[src/rtl/core_pkg.sv]
// ============================================================================
//  core_pkg : shared widths, NOP encoding and fetch-entry layout
//  Revision : 1.0
// ============================================================================
`default_nettype none

package core_pkg;

   localparam int          XLEN      = 32;
   localparam logic [31:0] NOP_INSTR = 32'h0;

   typedef struct packed {
      logic [XLEN-1:0] pc;
      logic [XLEN-1:0] instr;
   } fetch_entry_t;

endpackage

`default_nettype wire

[src/rtl/fetch_fifo_mem.sv]
// ============================================================================
//  fetch_fifo_mem : DEPTH x 2*XLEN ring buffer with push/pop/clear and count
//  Revision : 1.0
// ============================================================================
`default_nettype none

module fetch_fifo_mem
   import core_pkg::*;
#(
   parameter int XLEN  = core_pkg::XLEN,
   parameter int DEPTH = 4,
   parameter int CNT_W = $clog2(DEPTH + 1)
) (
   input  logic              clk,
   input  logic              rst,
   input  logic              i_push,
   input  logic              i_pop,
   input  logic              i_clear,
   input  logic [2*XLEN-1:0] i_wdata,
   output logic [2*XLEN-1:0] o_rdata,
   output logic [CNT_W-1:0]  o_count,
   output logic              o_full,
   output logic              o_empty
);

   localparam int               PTR_W   = (DEPTH > 1) ? $clog2(DEPTH) : 1;
   localparam logic [PTR_W-1:0] C_LAST  = PTR_W'(DEPTH - 1);
   localparam logic [CNT_W-1:0] C_DEPTH = CNT_W'(DEPTH);

   logic [2*XLEN-1:0] r_mem [DEPTH];
   logic [PTR_W-1:0]  r_wr_ptr;
   logic [PTR_W-1:0]  r_rd_ptr;
   logic [CNT_W-1:0]  r_count;
   logic              r_full;
   logic [CNT_W-1:0]  w_count_nxt;

   // Explicit wrap so non-power-of-two depths work.
   function automatic logic [PTR_W-1:0] next_ptr(input logic [PTR_W-1:0] p);
      return (p == C_LAST) ? '0 : p + PTR_W'(1);
   endfunction

   always_comb begin
      w_count_nxt = r_count;
      if (i_clear)
         w_count_nxt = '0;
      else if (i_push && !i_pop)
         w_count_nxt = r_count + CNT_W'(1);
      else if (!i_push && i_pop)
         w_count_nxt = r_count - CNT_W'(1);
   end

   always_ff @(posedge clk or posedge rst) begin
      if (rst) begin
         r_wr_ptr <= '0;
         r_rd_ptr <= '0;
         r_count  <= '0;
         r_full   <= 1'b0;
      end else begin
         r_count <= w_count_nxt;
         r_full  <= (w_count_nxt == C_DEPTH);
         if (i_clear) begin
            r_wr_ptr <= '0;
            r_rd_ptr <= '0;
         end else begin
            if (i_push) r_wr_ptr <= next_ptr(r_wr_ptr);
            if (i_pop)  r_rd_ptr <= next_ptr(r_rd_ptr);
         end
      end
   end

   always_ff @(posedge clk) begin
      if (i_push && !i_clear)
         r_mem[r_wr_ptr] <= i_wdata;
   end

   assign o_rdata = r_mem[r_rd_ptr];
   assign o_count = r_count;
   assign o_full  = r_full;
   assign o_empty = (r_count == '0);

endmodule

`default_nettype wire

[src/rtl/fetch_queue.sv]
// ============================================================================
//  fetch_queue : IF/ID register fronted by a stall FIFO, with flush bubbles
//  Revision : 1.0
// ============================================================================
`default_nettype none

module fetch_queue
   import core_pkg::*;
#(
   parameter int XLEN          = core_pkg::XLEN,
   parameter int DEPTH         = 4,
   parameter int FLUSH_BUBBLES = 2,
   parameter int CNT_W         = $clog2(DEPTH + 1)
) (
   input  logic             clk,
   input  logic             rst,
   input  logic             i_enq_valid,
   input  logic [XLEN-1:0]  i_enq_pc,
   input  logic [XLEN-1:0]  i_enq_instr,
   input  logic             i_stall,
   input  logic             i_flush,
   output logic [XLEN-1:0]  o_pc_id,
   output logic [XLEN-1:0]  o_instruction_id,
   output logic             o_valid_id,
   output logic             o_full,
   output logic [CNT_W-1:0] o_count,
   output logic             o_overflow
);

   localparam int                DROP_W = (FLUSH_BUBBLES > 0) ? $clog2(FLUSH_BUBBLES + 1) : 1;
   localparam logic [DROP_W-1:0] C_DROP = DROP_W'(FLUSH_BUBBLES);
   localparam logic [XLEN-1:0]   C_NOP  = XLEN'(NOP_INSTR);

   logic [XLEN-1:0]   r_pc_id;
   logic [XLEN-1:0]   r_instr_id;
   logic              r_valid_id;
   logic              r_overflow;
   logic [DROP_W-1:0] r_drop;

   logic              w_push;
   logic              w_pop;
   logic              w_clear;
   logic              w_full;
   logic              w_empty;
   logic [2*XLEN-1:0] w_head;

   always_comb begin
      w_push  = 1'b0;
      w_pop   = 1'b0;
      w_clear = 1'b0;
      if (i_stall)
         w_push = i_enq_valid && !w_full;
      else if (i_flush)
         w_clear = 1'b1;
      else if (r_drop == '0 && !w_empty) begin
         w_pop  = 1'b1;
         w_push = i_enq_valid;
      end
   end

   fetch_fifo_mem #(
      .XLEN  (XLEN),
      .DEPTH (DEPTH),
      .CNT_W (CNT_W)
   ) u_fifo (
      .clk     (clk),
      .rst     (rst),
      .i_push  (w_push),
      .i_pop   (w_pop),
      .i_clear (w_clear),
      .i_wdata ({i_enq_pc, i_enq_instr}),
      .o_rdata (w_head),
      .o_count (o_count),
      .o_full  (w_full),
      .o_empty (w_empty)
   );

   // Flush and bubble cycles still track the fetch PC so ID sees where fetch is.
   always_ff @(posedge clk or posedge rst) begin
      if (rst) begin
         r_pc_id    <= '0;
         r_instr_id <= '0;
         r_valid_id <= 1'b0;
         r_overflow <= 1'b0;
         r_drop     <= '0;
      end else if (i_stall) begin
         if (i_enq_valid && w_full)
            r_overflow <= 1'b1;
      end else if (i_flush) begin
         r_pc_id    <= i_enq_pc;
         r_instr_id <= C_NOP;
         r_valid_id <= 1'b0;
         r_drop     <= C_DROP;
      end else if (r_drop != '0) begin
         r_pc_id    <= i_enq_pc;
         r_instr_id <= C_NOP;
         r_valid_id <= 1'b0;
         r_drop     <= r_drop - DROP_W'(1);
      end else if (!w_empty) begin
         r_pc_id    <= w_head[2*XLEN-1:XLEN];
         r_instr_id <= w_head[XLEN-1:0];
         r_valid_id <= 1'b1;
      end else begin
         r_pc_id    <= i_enq_pc;
         r_instr_id <= i_enq_valid ? i_enq_instr : C_NOP;
         r_valid_id <= i_enq_valid;
      end
   end

   assign o_pc_id          = r_pc_id;
   assign o_instruction_id = r_instr_id;
   assign o_valid_id       = r_valid_id;
   assign o_full           = w_full;
   assign o_overflow       = r_overflow;

endmodule

`default_nettype wire

[config.mk]
export PLATFORM = sky130hd
export DESIGN_NAME = fetch_queue
export DESIGN_NICKNAME = d
export VERILOG_FILES = /design/src/rtl/core_pkg.sv /design/src/rtl/fetch_fifo_mem.sv /design/src/rtl/fetch_queue.sv
export SDC_FILE = /design/constraint.sdc
export NUM_CORES = 1
export LEC_CHECK = 0
export BUFFER_PORTS_ARGS = -buffer_cell sky130_fd_sc_hd__buf_2
export CORE_MARGIN = 3
export CORE_UTILIZATION = 58
export CTS_CLUSTER_DIAMETER = 50
export DETAILED_ROUTE_END_ITERATION = 8
export HOLD_SLACK_MARGIN = 0.03
export PLACE_DENSITY = 0.77
export SYNTH_ARGS = -nofsm -noshare
export SYNTH_HDL_FRONTEND = slang
export SYNTH_HIERARCHICAL = 1
export SYNTH_SLANG_ARGS = --single-unit
[constraint.sdc]
create_clock -name clk -period 5.1 [get_ports clk]
set_input_delay 0.255 -clock clk [delete_from_list [all_inputs] [get_ports clk]]
set_output_delay 0.255 -clock clk [all_outputs]
set_load 0.01 [all_outputs]
* Word level (Yosys, flattened, before mapping)
Memory sizes are Yosys's and may differ from the RTL's. Cells that the tools add are included.
Word-level totals: input port bits 69, output and inout port bits 70, bits in writable memories 256, bits in registers 76, memories kept 1
Cells by class: bitwise gates (word level) 1, eq/ne operators 3, add/sub/neg operators 5, multiplexer cells 31, reduce and logical (&&, ||, !) cells 19
Memories:
- u_fifo.r_mem | depth 4, width 64, rd ports 1, clocked after Yosys merged registers in 0, write ports 1, line fetch_fifo_mem.sv:30 | logic [2*XLEN-1:0] r_mem [DEPTH];
Operators with widths (number):
- $mux 32 | 7
- $mux 2 | 8
- $mux 1 | 13
- $mux 3 | 3
- $reduce_bool 2->1 | 4
- $logic_and 1x1->1 | 6
- $logic_not 1->1 | 5
- $add 2x1->2 const B | 2
- $eq 2x2->1 const B | 2
- $reduce_and 2->1 | 2
- $add 3x1->3 const B | 1
- $eq 3x3->1 const B | 1
- $logic_not 3->1 | 1
- $sub 3x1->3 const B | 1
- $logic_not 2->1 | 1
- $sub 2x1->2 const B | 1
- $not 1->1 | 1

* Logic depth before layout (Yosys ltp)
Gate-level depths: netlist (run 1).
word-level depth 12, depth in mapped cells 11, depth with buffers taken out 9

* Modules after synthesis
The synthesis (run 1) kept the hierarchy.
Modules (own cells, without submodules):
- fetch_fifo_mem | cells an instance 390, area each 9756.9 um^2, instances 1
- fetch_queue | cells an instance 377, area each 3331.9 um^2, instances 1

* Worst setup path before layout (run 1)
No wires, ideal clock.
path kind reg-to-reg, start point register u_fifo.r_count[1] (netlist: u_fifo/o_count[1]), end point memory u_fifo/r_mem[0][0] in the netlist's numbering (enable), library setup time 0.429 ns, arrival 3.264 ns, data required time 4.671 ns, buffers on the path 2, slack 1.407 ns, clock period less this slack 3.693 ns, stages on the path, launching flop included 11, cells stage by stage dfrtp_1 inv_1 ha_1 nor2b_1 buf_6 clkbuf_1 nor2_2 o21a_1 inv_2 nor2_1 and2_1
Between the ends: longest elaborated chain between the ends 9
Ends and longest elaborated chain:
- start: declaration | line fetch_fifo_mem.sv:33 | logic [CNT_W-1:0] r_count;
- start signal: assignment | line fetch_fifo_mem.sv:59 | r_count <= w_count_nxt;
- $logic_not 3->1 | line fetch_fifo_mem.sv:79 | assign o_empty = (r_count == '0);
- via w_empty | line fetch_queue.sv:44 | logic w_empty;
- $logic_not 1->1
- $logic_and 1x1->1 | line fetch_queue.sv:55 | else if (r_drop == '0 && !w_empty) begin
- $mux 1 | line fetch_queue.sv:55
- $mux 1 | line fetch_queue.sv:53 | else if (i_flush)
- $mux 1 | line fetch_queue.sv:51 | if (i_stall)
- via w_push | line fetch_queue.sv:40 | logic w_push;
- $logic_and 1x1->1 | line fetch_fifo_mem.sv:72 | if (i_push && !i_clear)
- $mux 1 | line fetch_fifo_mem.sv:72
- $mux 1 (implied by the code) | line fetch_fifo_mem.sv:73 | r_mem[r_wr_ptr] <= i_wdata;
- end: declaration | line fetch_fifo_mem.sv:30
The timed path passes the listed nets, and every way through them passes these cells.

* Final worst setup path (run 1)
start point register r_drop[0], end point memory u_fifo/r_mem[2][20] in the netlist's numbering (enable)
Between the ends: longest elaborated chain between the ends 8
Ends and longest elaborated chain:
- start: declaration | line fetch_queue.sv:38 | logic [DROP_W-1:0] r_drop;
- start signal: assignment | line fetch_queue.sv:98 | r_drop <= r_drop - DROP_W'(1);
- $logic_not 2->1 | line fetch_queue.sv:55
- $logic_and 1x1->1 | line fetch_queue.sv:55
- $mux 1 | line fetch_queue.sv:55
- $mux 1 | line fetch_queue.sv:53
- $mux 1 | line fetch_queue.sv:51
- via w_push | line fetch_queue.sv:40
- $logic_and 1x1->1 | line fetch_fifo_mem.sv:72
- $mux 1 | line fetch_fifo_mem.sv:72
- $mux 1 (implied by the code) | line fetch_fifo_mem.sv:73
The timed path passes the listed nets, and every way through them passes these cells.

==> impl_metrics.toml, run 1 <==
[status]
outcome = "finished, final reports clean"

[clock_network]
cts_setup_buffers = 0
cts-root-buf = "clkbuf_16"
clkTransAtPathRegs_ns = 0.06
cts_sinks = 332
clkLatencyLatePin_ns = 0.51
cts_buffers = 35
cts_tree = "done"
clk_path_buf_depth = 3
cts-htree-levels = 2

[placement]
io_buffers = 138
dp_hpwl_um = 15170
globalplace.congestion = 0.8219
placed_area_sq_um = 13910

[pwr]
switching_share_pct = 25.99
p_seq_share_pct = 46.1
internal_power_w = 0.005368
switchingPower_w = 0.001885
p_comb_share_pct = 17.5
clockPowerShare_pct = 36.4
p_per_area_nw_per_um2 = 459.6
leakagePower_nw = 5.801
ir_drop_mv = 0.3122

[layout]
drive_above_1_share_pct = 28.14
postLayoutCellArea_sq_um = 15780
syn_to_final_growth_pct = 20.58
fin_nets = 1047

[sta]
hold_viol = 0
tns_ns = 0
drv_slew = 0
max_freq_mhz = 273.4
skew_ns = 0.02152
min_period_ns = 3.657
setup_viol = 0
timing.final.crit_share_pct = 71.71
rsz0062_at_grt = "false"
slew-limit-headroom_pct = 21.34
worst_slew_pin_slew_ns = 1.180

[detailed_routing]
drc = 0
via_per_inst = 5.956
vias = 7600
drt_iter0_drc = 627
totalWireLength_um = 28500
detail-route-antenna-nets = 0
dr.pass1.iters = 5
wl_per_cell_um = 22.34

[critical_path]
reg2regPathDepth = 9
startpoint = "r_drop[0]"
critPathRequiredTime_ns = 5.21
crit_path_start_kind = "flip-flop"
end_kind = "flip-flop"
cp_max_fo = 64
cp.arrival_ns = 3.77
timing.rr.start = "r_drop[0]"
crit_type = "flip-flop to flip-flop"

[die]
dieWidth_um = 156.2
dieArea_sq_um = 24400
io_pins = 139
die-height_um = 156.2
core_region_area_sq_um = 22030
num_rows = 54
initial_core_util_pct = 59.42

[min_path]
hold_class = "input port to flip-flop"
hold_depth = 2
hp-start = "i_enq_valid"

[synth]
synth_top_area_cell = "edfxtp_1"
synthFlopType = "edfxtp_1"
synth_top_area_share_pct = 58.73
synthTopCellsByArea = "edfxtp_1 (59%), dfrtp_1 (15%), mux4_2 (11%)"
synth.most_common_cell = "edfxtp_1"
synth_area_sq_um = 13090
yosysSeqAreaShare_pct = 73.26
synth_common_cells = "edfxtp_1 (256), a21oi_1 (100), dfrtp_1 (76)"
yosysWarningCount = 6
async_flop_share_pct = 22.89
ys_ff_latch = 332
yosys.cell_types.count = 30
synthCells = 767
syn_nets = 845
syn_avg_cell_area_sq_um = 17.06
synth_edf_count = 256

[grt]
grt_usage_pct = 24.00
antenna_found_initial = 1
grt_max_degree = 65
grt_pass1_vias = 7967
grt_pass1_wl_um = 44670
grt_overflow_total = 0

[job]
maxCapViolCount = 0
[power by group through the flow]
| stage | logic (W) | registers (W) | clock network, W |
|---|---|---|---|
| CTS | 0.00126 | 0.00334 | 0.00268 |
| global route | 0.00139 | 0.00337 | 0.00281 |
| finish | 0.00127 | 0.00334 | 0.00264 |
| global placement | 0.00118 | 0.00338 | 0 |
| floorplan | 0.000886 | 0.00335 | 0 |
| detailed placement | 0.00121 | 0.00339 | 0 |
[cell type report]
type / count / area, sq um
Timing Repair Buffer: 211 / 1404
Multi-Input combinational cell: 378 / 3171
Fill cell: 1333 / 6243
Antenna cell: 1 / 2.502
Clock inverter: 20 / 230.2
Clock buffer: 43 / 988.4
Sequential cell: 332 / 9594
Inverter: 11 / 42.54
Tap cell: 280 / 350.3
[cell usage in the layout, fill, tap and decap left out, types with 2 or more instances in the layout]
master,Yosys,routed
buf_4,4,9
ha_1,9,9
nor2b_1,66,65
a21oi_1,100,100
dlygate4sd3_1,0,65
xnor2_1,3,3
nand2_1,66,66
and2b_1,4,4
bufinv_16,0,5
clkbuf_16,0,37
or3b_1,2,2
clkbuf_8,0,4
dfrtp_1,76,74
and2_4,0,4
clkinv_2,0,9
clkbuf_1,13,2
clkinv_1,0,4
nor3_1,2,2
inv_1,10,9
o21ai_0,7,7
mux2i_1,2,2
inv_6,0,2
edfxtp_1,256,256
o21a_1,3,3
buf_2,16,137
nor2_1,8,8
mux4_2,64,64
o21ai_1,30,30
[critical path: stages (launching register included)]
cell and delay, ns:
dfrtp_1 0.39, inv_1 0.07, ha_1 0.20, or3b_1 0.35, buf_4 0.27, nor2_2 0.35
o21a_1 0.32, inv_2 0.10, nor2_1 0.26, and2_4 0.89
[worst paths after layout]
| check | endpoint | slack [ns] |
|---|---|---|
| worst max register to register | u_fifo/r_mem[2][20] | 1.44 |
| min in group asynchronous | u_fifo/o_count[2] | 0.29 |
| worst min-delay path | o_overflow | 0.12 |
| worst max-delay path | u_fifo/r_mem[2][20] | 1.44 |
| max in group asynchronous | o_instruction_id[27] | 3.74 |
| worst min register to register | o_instruction_id[14] | 0.50 |
[metal layers]
metal  track usage (%)  wire, um  vias to the layer above
li1                  -         -                     3308
met1             32.30     11050                     3828
met2             39.44     14290                      382
met3             5.365      2250                       82
met4             8.670       912                        0
met5                 0         0                        -
[stage by stage]
step | hold WS, ns | util [%] | setup slack, ns | total power, W | instances
4_1_cts | 0.09317 | 71.64 | 1.491 | 0.007290 | 1275
6_report | 0.1207 | 71.65 | 1.443 | 0.007254 | 1276
5_1_grt | 0.1349 | 71.65 | 1.252 | 0.007566 | 1276
2_1_floorplan | 0.07066 | - | 1.407 | 0.004240 | 767
3_3_place_gp | 0.2620 | 63.16 | 1.692 | 0.004562 | 1147
3_5_place_dp | 0.2619 | 63.16 | 1.537 | 0.004600 | 1147
[state kept, by name (all words and copies together), names as in the netlist, 2 cells and up]
signal	flops
o_instruction_id	32
o_pc_id	32
r_drop	2
u_fifo/o_count	3
u_fifo/r_mem	256
u_fifo/r_rd_ptr	2
u_fifo/r_wr_ptr	2
[repair_timing]
item | in CTS | in global routing
endpoints found under the hold margin | 307 | 0
resized for setup | 0 | 0
hold buffers | 65 | 0
[cell families (layout without fill, tap and decap cells)]
group	count (synthesis)	in the layout	synth area share, %
fa+ha+maj	10	10	0.9464
xor+xnor	3	3	0.2008
compound gates	141	141	5.477
mux	66	66	11.17
other cells	0	1	0
buf+inv	57	285	2.648
simple gates	158	158	6.300
flops	332	332	73.26
No activity file was read; power rests on OpenSTA's default activity.
==> inputs of run 2 (changes only) <==
--- a/config.mk
+++ b/config.mk
@@ -5,13 +5,14 @@
 export SDC_FILE = /design/constraint.sdc
 export NUM_CORES = 1
 export LEC_CHECK = 0
+export ABC_AREA = 1
 export BUFFER_PORTS_ARGS = -buffer_cell sky130_fd_sc_hd__buf_2
 export CORE_MARGIN = 3
-export CORE_UTILIZATION = 58
+export CORE_UTILIZATION = 53
 export CTS_CLUSTER_DIAMETER = 50
 export DETAILED_ROUTE_END_ITERATION = 8
 export HOLD_SLACK_MARGIN = 0.03
-export PLACE_DENSITY = 0.77
+export PLACE_DENSITY = 0.74
 export SYNTH_ARGS = -nofsm -noshare
 export SYNTH_HDL_FRONTEND = slang
 export SYNTH_HIERARCHICAL = 1
==> constraint.sdc (replaced) <==
create_clock -name clk -period 3.2 [get_ports clk]
set_input_delay 0.16 -clock clk [delete_from_list [all_inputs] [get_ports clk]]
set_output_delay 0.16 -clock clk [all_outputs]
set_load 0.01 [all_outputs]
==> impl_metrics.toml, run 2 <==
[status]
outcome = "finished, final reports clean"

[placement]
io_buffers = 138
dp_hpwl_um = 18020
globalplace.congestion = 0.7283
dp_slack_ns = 0.4933
placed_area_sq_um = 14910

[grt]
grt_pass1_wl_um = 51440
grt_overflow_total = 0
antenna_found_initial = 0
grt_pass1_vias = 9852
grt_usage_pct = 22.42
grt_max_degree = 67

[pwr]
switching_share_pct = 32.72
p_seq_share_pct = 43.2
clockPowerShare_pct = 30.6
p_comb_share_pct = 26.2
switchingPower_w = 0.004062
p_per_area_nw_per_um2 = 746.2
leakagePower_nw = 7.029
internal_power_w = 0.008353
ir_drop_mv = 0.5959

[sta]
setup_viol = 0
timing.final.crit_share_pct = 85.13
drv_slew = 0
setup_ws_ns = 0.4758
skew_ns = 0.02280
rsz0062_at_grt = "false"
worst_slew_pin_slew_ns = 1.066
hold_viol = 0
max_freq_mhz = 367.1
slew-limit-headroom_pct = 28.84
min_period_ns = 2.724

[synth]
synth_edf_count = 256
yosysWarningCount = 6
yosys.cell_types.count = 27
synthFlopType = "edfxtp_1"
yosysSeqAreaShare_pct = 67.88
synth_common_cells = "nand2_1 (267), edfxtp_1 (256), nor2_1 (138)"
synthCells = 1240
syn_nets = 1318
synthTopCellsByArea = "edfxtp_1 (54%), dfrtp_1 (13%), nand2_1 (7.1%)"
syn_avg_cell_area_sq_um = 11.39
ys_ff_latch = 332
async_flop_share_pct = 22.89
synth_top_area_cell = "edfxtp_1"
synth.most_common_cell = "nand2_1"
synth_area_sq_um = 14130
synth_top_area_share_pct = 54.42

[die]
dieArea_sq_um = 28650
die-height_um = 169.3
initial_core_util_pct = 54.06
io_pins = 139
core_region_area_sq_um = 26130
num_rows = 59
dieWidth_um = 169.3

[detailed_routing]
wl_per_cell_um = 17.94
totalWireLength_um = 32030
dr.pass1.iters = 5
drc = 0
drt_iter0_drc = 885
detail-route-antenna-nets = 0
via_per_inst = 5.454
vias = 9736

[job]
maxCapViolCount = 0

[critical_path]
cp.arrival_ns = 3.16
startpoint = "u_fifo/o_count[0]"
cp_max_fo = 66
crit_path_start_kind = "flip-flop"
end_kind = "flip-flop"
timing.rr.start = "u_fifo/o_count[0]"
critPathRequiredTime_ns = 3.63
crit_type = "flip-flop to flip-flop"

[layout]
postLayoutCellArea_sq_um = 16640
final_common_cell = "nand2_1"
fin_nets = 1503
antennaDiodeCount = 0
regMostFlops = "u_fifo/r_mem"
syn_to_final_growth_pct = 17.77
most-common-layout-cells = "nand2_1 (267), edfxtp_1 (256), buf_2 (138)"
largest_reg_flops = 256
drive_above_1_share_pct = 19.24

[min_path]
hp-start = "i_flush"
hold_class = "input port to flip-flop"

[clock_network]
clkLatencyLatePin_ns = 0.52
cts_sinks = 332
clkTransAtPathRegs_ns = 0.06
cts_buffers = 35
cts_setup_buffers = 0
cts-root-buf = "clkbuf_16"
clk_path_buf_depth = 3
cts_tree = "done"
cts-htree-levels = 2
## run 2: cell types whose count changed after synthesis, moves of 11 or more
| cell | change |
|---|---|
| nor2_1 | +130 |
| inv_1 | +78 |
| o21ai_1 | +23 |
| nor2b_1 | -66 |
| a21oi_1 | -100 |
| nand2_1 | +201 |
| nand3_1 | +66 |
| o21ai_0 | +75 |
| nand3_2 | +42 |
| mux4_2 | -64 |
| nand2_2 | +11 |
| o22ai_1 | +65 |
## run 2: area by class of cell
cell class,instances,area [sq um]
clock buffers,49,969.7
clock inverters,13,111.4
fillers,2023,9495
inverters,93,357.8
multi-input cells,738,3641
flip-flops and latches,332,9594
well taps,335,419.2
repair buffers,225,1544
## run 2: path summary, 6_finish.rpt
| kind | end | slack, ns | cells after the start |
|---|---|---|---|
| max in group asynchronous | o_pc_id[10] | 1.93 | 4 |
| worst min register to register | o_overflow | 0.47 | 1 |
| worst max register to register | o_pc_id[31] | 0.48 | 10 |
| min in group asynchronous | u_fifo/r_wr_ptr[1] | 0.19 | 3 |
| worst max-delay path | o_pc_id[31] | 0.48 | 10 |
| worst min-delay path | r_drop[0] | 0.12 | 4 |
## run 2: logic make-up after synthesis
family	count (synthesis)	share of synthesized area (%)
buffers and inverters	170	6.580
DFF	332	67.88
adders and majority gates	9	0.7971
AOI/OAI and AO/OA	201	7.723
and+or+nand+nor	528	17.02
## run 2: timing repair
item	4_1_cts	5_1_grt
hold buffers	65	0
gates resized for setup	0	0
hold endpoints to repair	348	0
## run 2: metrics by stage
| step | std cells | hold slack [ns] | util [%] | TNS, ns | total power (W) |
|---|---|---|---|---|---|
| after global placement | 1658 | 0.1763 | 57.04 | 0 | 0.008532 |
| final | 1785 | 0.1239 | 63.66 | 0 | 0.01241 |
| after detailed placement | 1658 | 0.1739 | 57.04 | 0 | 0.008620 |
| after global routing | 1785 | 0.1301 | 63.66 | 0 | 0.01310 |
| after floorplan | 1240 | -0.02434 | - | -153.25 | 0.007900 |
| after CTS | 1785 | 0.1078 | 63.66 | 0 | 0.01249 |
## run 2: metal layers
layer | global-route usage, % | vias to the layer above | routed length, um
li1 | - | 4621 | -
met1 | 30.40 | 4741 | 13630
met2 | 38.03 | 330 | 15750
met3 | 3.657 | 44 | 2006
met4 | 6.259 | 0 | 646
met5 | 0 | - | 0
## run 2: power by group through the flow
stage	clock [W]	combinational [W]	sequential [W]
after floorplan	0	0.00242	0.00548
after global placement	0	0.00310	0.00544
after detailed placement	0	0.00318	0.00544
after CTS	0.00387	0.00326	0.00536
after global routing	0.00406	0.00364	0.00541
final	0.00380	0.00325	0.00537
## run 2: critical path, cell delays in order (launching register included)
cell and delay (ns):
dfrtp_1 0.38, inv_1 0.09, ha_1 0.20, inv_1 0.06
nor2_2 0.05, inv_4 0.05, buf_4 0.80, nand3_4 0.63
nand2_1 0.22, nand3_2 0.08, nand2_1 0.09
==> inputs of run 3 (changes only) <==
--- a/config.mk
+++ b/config.mk
@@ -8,11 +8,11 @@
 export ABC_AREA = 1
 export BUFFER_PORTS_ARGS = -buffer_cell sky130_fd_sc_hd__buf_2
 export CORE_MARGIN = 3
-export CORE_UTILIZATION = 53
+export CORE_UTILIZATION = 45
 export CTS_CLUSTER_DIAMETER = 50
 export DETAILED_ROUTE_END_ITERATION = 8
 export HOLD_SLACK_MARGIN = 0.03
-export PLACE_DENSITY = 0.74
+export PLACE_DENSITY = 0.64
 export SYNTH_ARGS = -nofsm -noshare
 export SYNTH_HDL_FRONTEND = slang
 export SYNTH_HIERARCHICAL = 1
==> impl_metrics.toml, run 3 (synthesized netlist as in run 2, its figures left out) <==
[die]
die-height_um = 183.2
dieArea_sq_um = 33560
initial_core_util_pct = 45.94
dieWidth_um = 183.2
num_rows = 64
core_region_area_sq_um = 30750
io_pins = 139

[detailed_routing]
via_per_inst = 5.178
drt_iter0_drc = 598
detail-route-antenna-nets = 0
wl_per_cell_um = 17.64
dr.pass1.iters = 5
drc = 0
vias = 9606
totalWireLength_um = 32730

[pwr]
p_per_area_nw_per_um2 = 762.5
ir_drop_mv = 0.4982
internal_power_w = 0.008782
switchingPower_w = 0.004109
clockPowerShare_pct = 33.3
p_comb_share_pct = 25.0
switching_share_pct = 31.87
leakagePower_nw = 7.128
p_seq_share_pct = 41.7

[clock_network]
cts_tree = "done"
cts-htree-levels = 2
clk_path_buf_depth = 3
cts_sinks = 332
cts-root-buf = "clkbuf_16"
hold_buffers = 65
cts_setup_buffers = 0
clkTransAtPathRegs_ns = 0.05
cts_buffers = 37
cts_resized = 0
clkLatencyLatePin_ns = 0.51

[layout]
regMostFlops = "u_fifo/r_mem"
n_fill_cell = 2667
postLayoutCellArea_sq_um = 16910
largest_reg_flops = 256
most-common-layout-cells = "nand2_1 (267), edfxtp_1 (256), buf_2 (138)"
fin_nets = 1507
multiInputGateArea_sq_um = 3641
seqCellArea_sq_um = 9594
syn_to_final_growth_pct = 19.66
utilization_pct = 54.98
final_common_cell = "nand2_1"
drive_above_1_share_pct = 19.82

[placement]
io_buffers = 138
dp_hpwl_um = 18710
globalplace.congestion = 0.7495
placed_area_sq_um = 15000

[grt]
grt_overflow_total = 0
grt_usage_pct = 19.63
grt_pass1_wl_um = 52450
grt_pass1_vias = 9712
antenna_found_initial = 2
grt_max_degree = 93

[critical_path]
cp_max_fo = 66
crit_type = "flip-flop to flip-flop"
crit_path_start_kind = "flip-flop"
cp.arrival_ns = 3.12
critPathRequiredTime_ns = 3.65
end_kind = "flip-flop"

[sta]
max_freq_mhz = 374.2
timing.final.crit_share_pct = 83.52
slew-limit-headroom_pct = 33.83
rsz0062_at_grt = "false"
skew_ns = 0.01226
setup_viol = 0
hold_viol = 0
drv_slew = 0
min_period_ns = 2.673
worst_slew_pin_slew_ns = 0.9926

[min_path]
hold_class = "input port to flip-flop"

[job]
maxCapViolCount = 0

[status]
outcome = "finished, final reports clean"
[run 3: cell types whose count changed in the layout (fill, tap and decap cells not counted), sizes merged, moves of 2 or more]
cell,change
clkinv,+2
buf,+2
clkbuf,+3
bufinv,+3
[run 3: final cells by class]
| type | count | area share (%) |
|---|---|---|
| clock buffer | 52 | 6.239 |
| multi-input combinational | 738 | 21.54 |
| clock inverter | 16 | 1.184 |
| inverter | 93 | 2.117 |
| antenna | 1 | 0.01480 |
| tap | 396 | 2.931 |
| sequential | 332 | 56.75 |
| timing repair buffer | 227 | 9.222 |
[run 3: per-layer routing]
| layer | GRT usage (%) | share of wire [%] | up-vias |
|---|---|---|---|
| met2 | 32.86 | 49 | 271 |
| met4 | 6.033 | 2.2 | 2 |
| met3 | 2.757 | 4.9 | 54 |
| li1 | - | - | 4633 |
| met1 | 26.91 | 44 | 4646 |
| met5 | 0 | 0.040 | - |
[run 3: worst max-delay path, cell delays in order (launching register included)]
cell     delay [ns]
dfrtp_1        0.39
inv_1          0.09
ha_1           0.19
inv_1          0.06
nor2_2         0.05
inv_4          0.05
buf_4          0.74
nand3_4        0.60
nand2_1        0.24
nand3_2        0.09
nand2_1        0.07
[run 3: per-stage QoR]
stage	cells	worst slack, ns	power, W	hold slack [ns]	setup TNS (ns)
final	1855	0.5274	0.01289	0.09292	0
after floorplan	1240	-0.5986	0.007900	-0.02434	-153.25
after global placement	1721	0.5624	0.008597	0.1507	0
after global routing	1855	0.2400	0.01364	0.1151	0
after CTS	1854	0.4992	0.01301	0.07750	0
after detailed placement	1721	0.4973	0.008645	0.1474	0
[run 3: power by group through the flow]
stage,Clock (W),Combinational (W),Sequential [W]
6_report,0.00429,0.00323,0.00537
5_1_grt,0.00457,0.00365,0.00542
4_1_cts,0.00437,0.00326,0.00537
3_5_place_dp,0,0.00319,0.00546
3_3_place_gp,0,0.00315,0.00545
2_1_floorplan,0,0.00242,0.00548
[run 3: final timing paths]
path / from / end / slack (ns) / cells past startpoint
max: u_fifo/o_count[0] / o_pc_id[14] / 0.53 / 10
min reg2reg: o_instruction_id[6] / o_instruction_id[6] / 0.47 / 2
min in group asynchronous: rst / u_fifo/o_count[1] / 0.17 / 3
max reg2reg: u_fifo/o_count[0] / o_pc_id[14] / 0.53 / 10
max in group asynchronous: rst / o_instruction_id[3] / 1.93 / 4
min: i_flush / r_drop[0] / 0.09 / 4
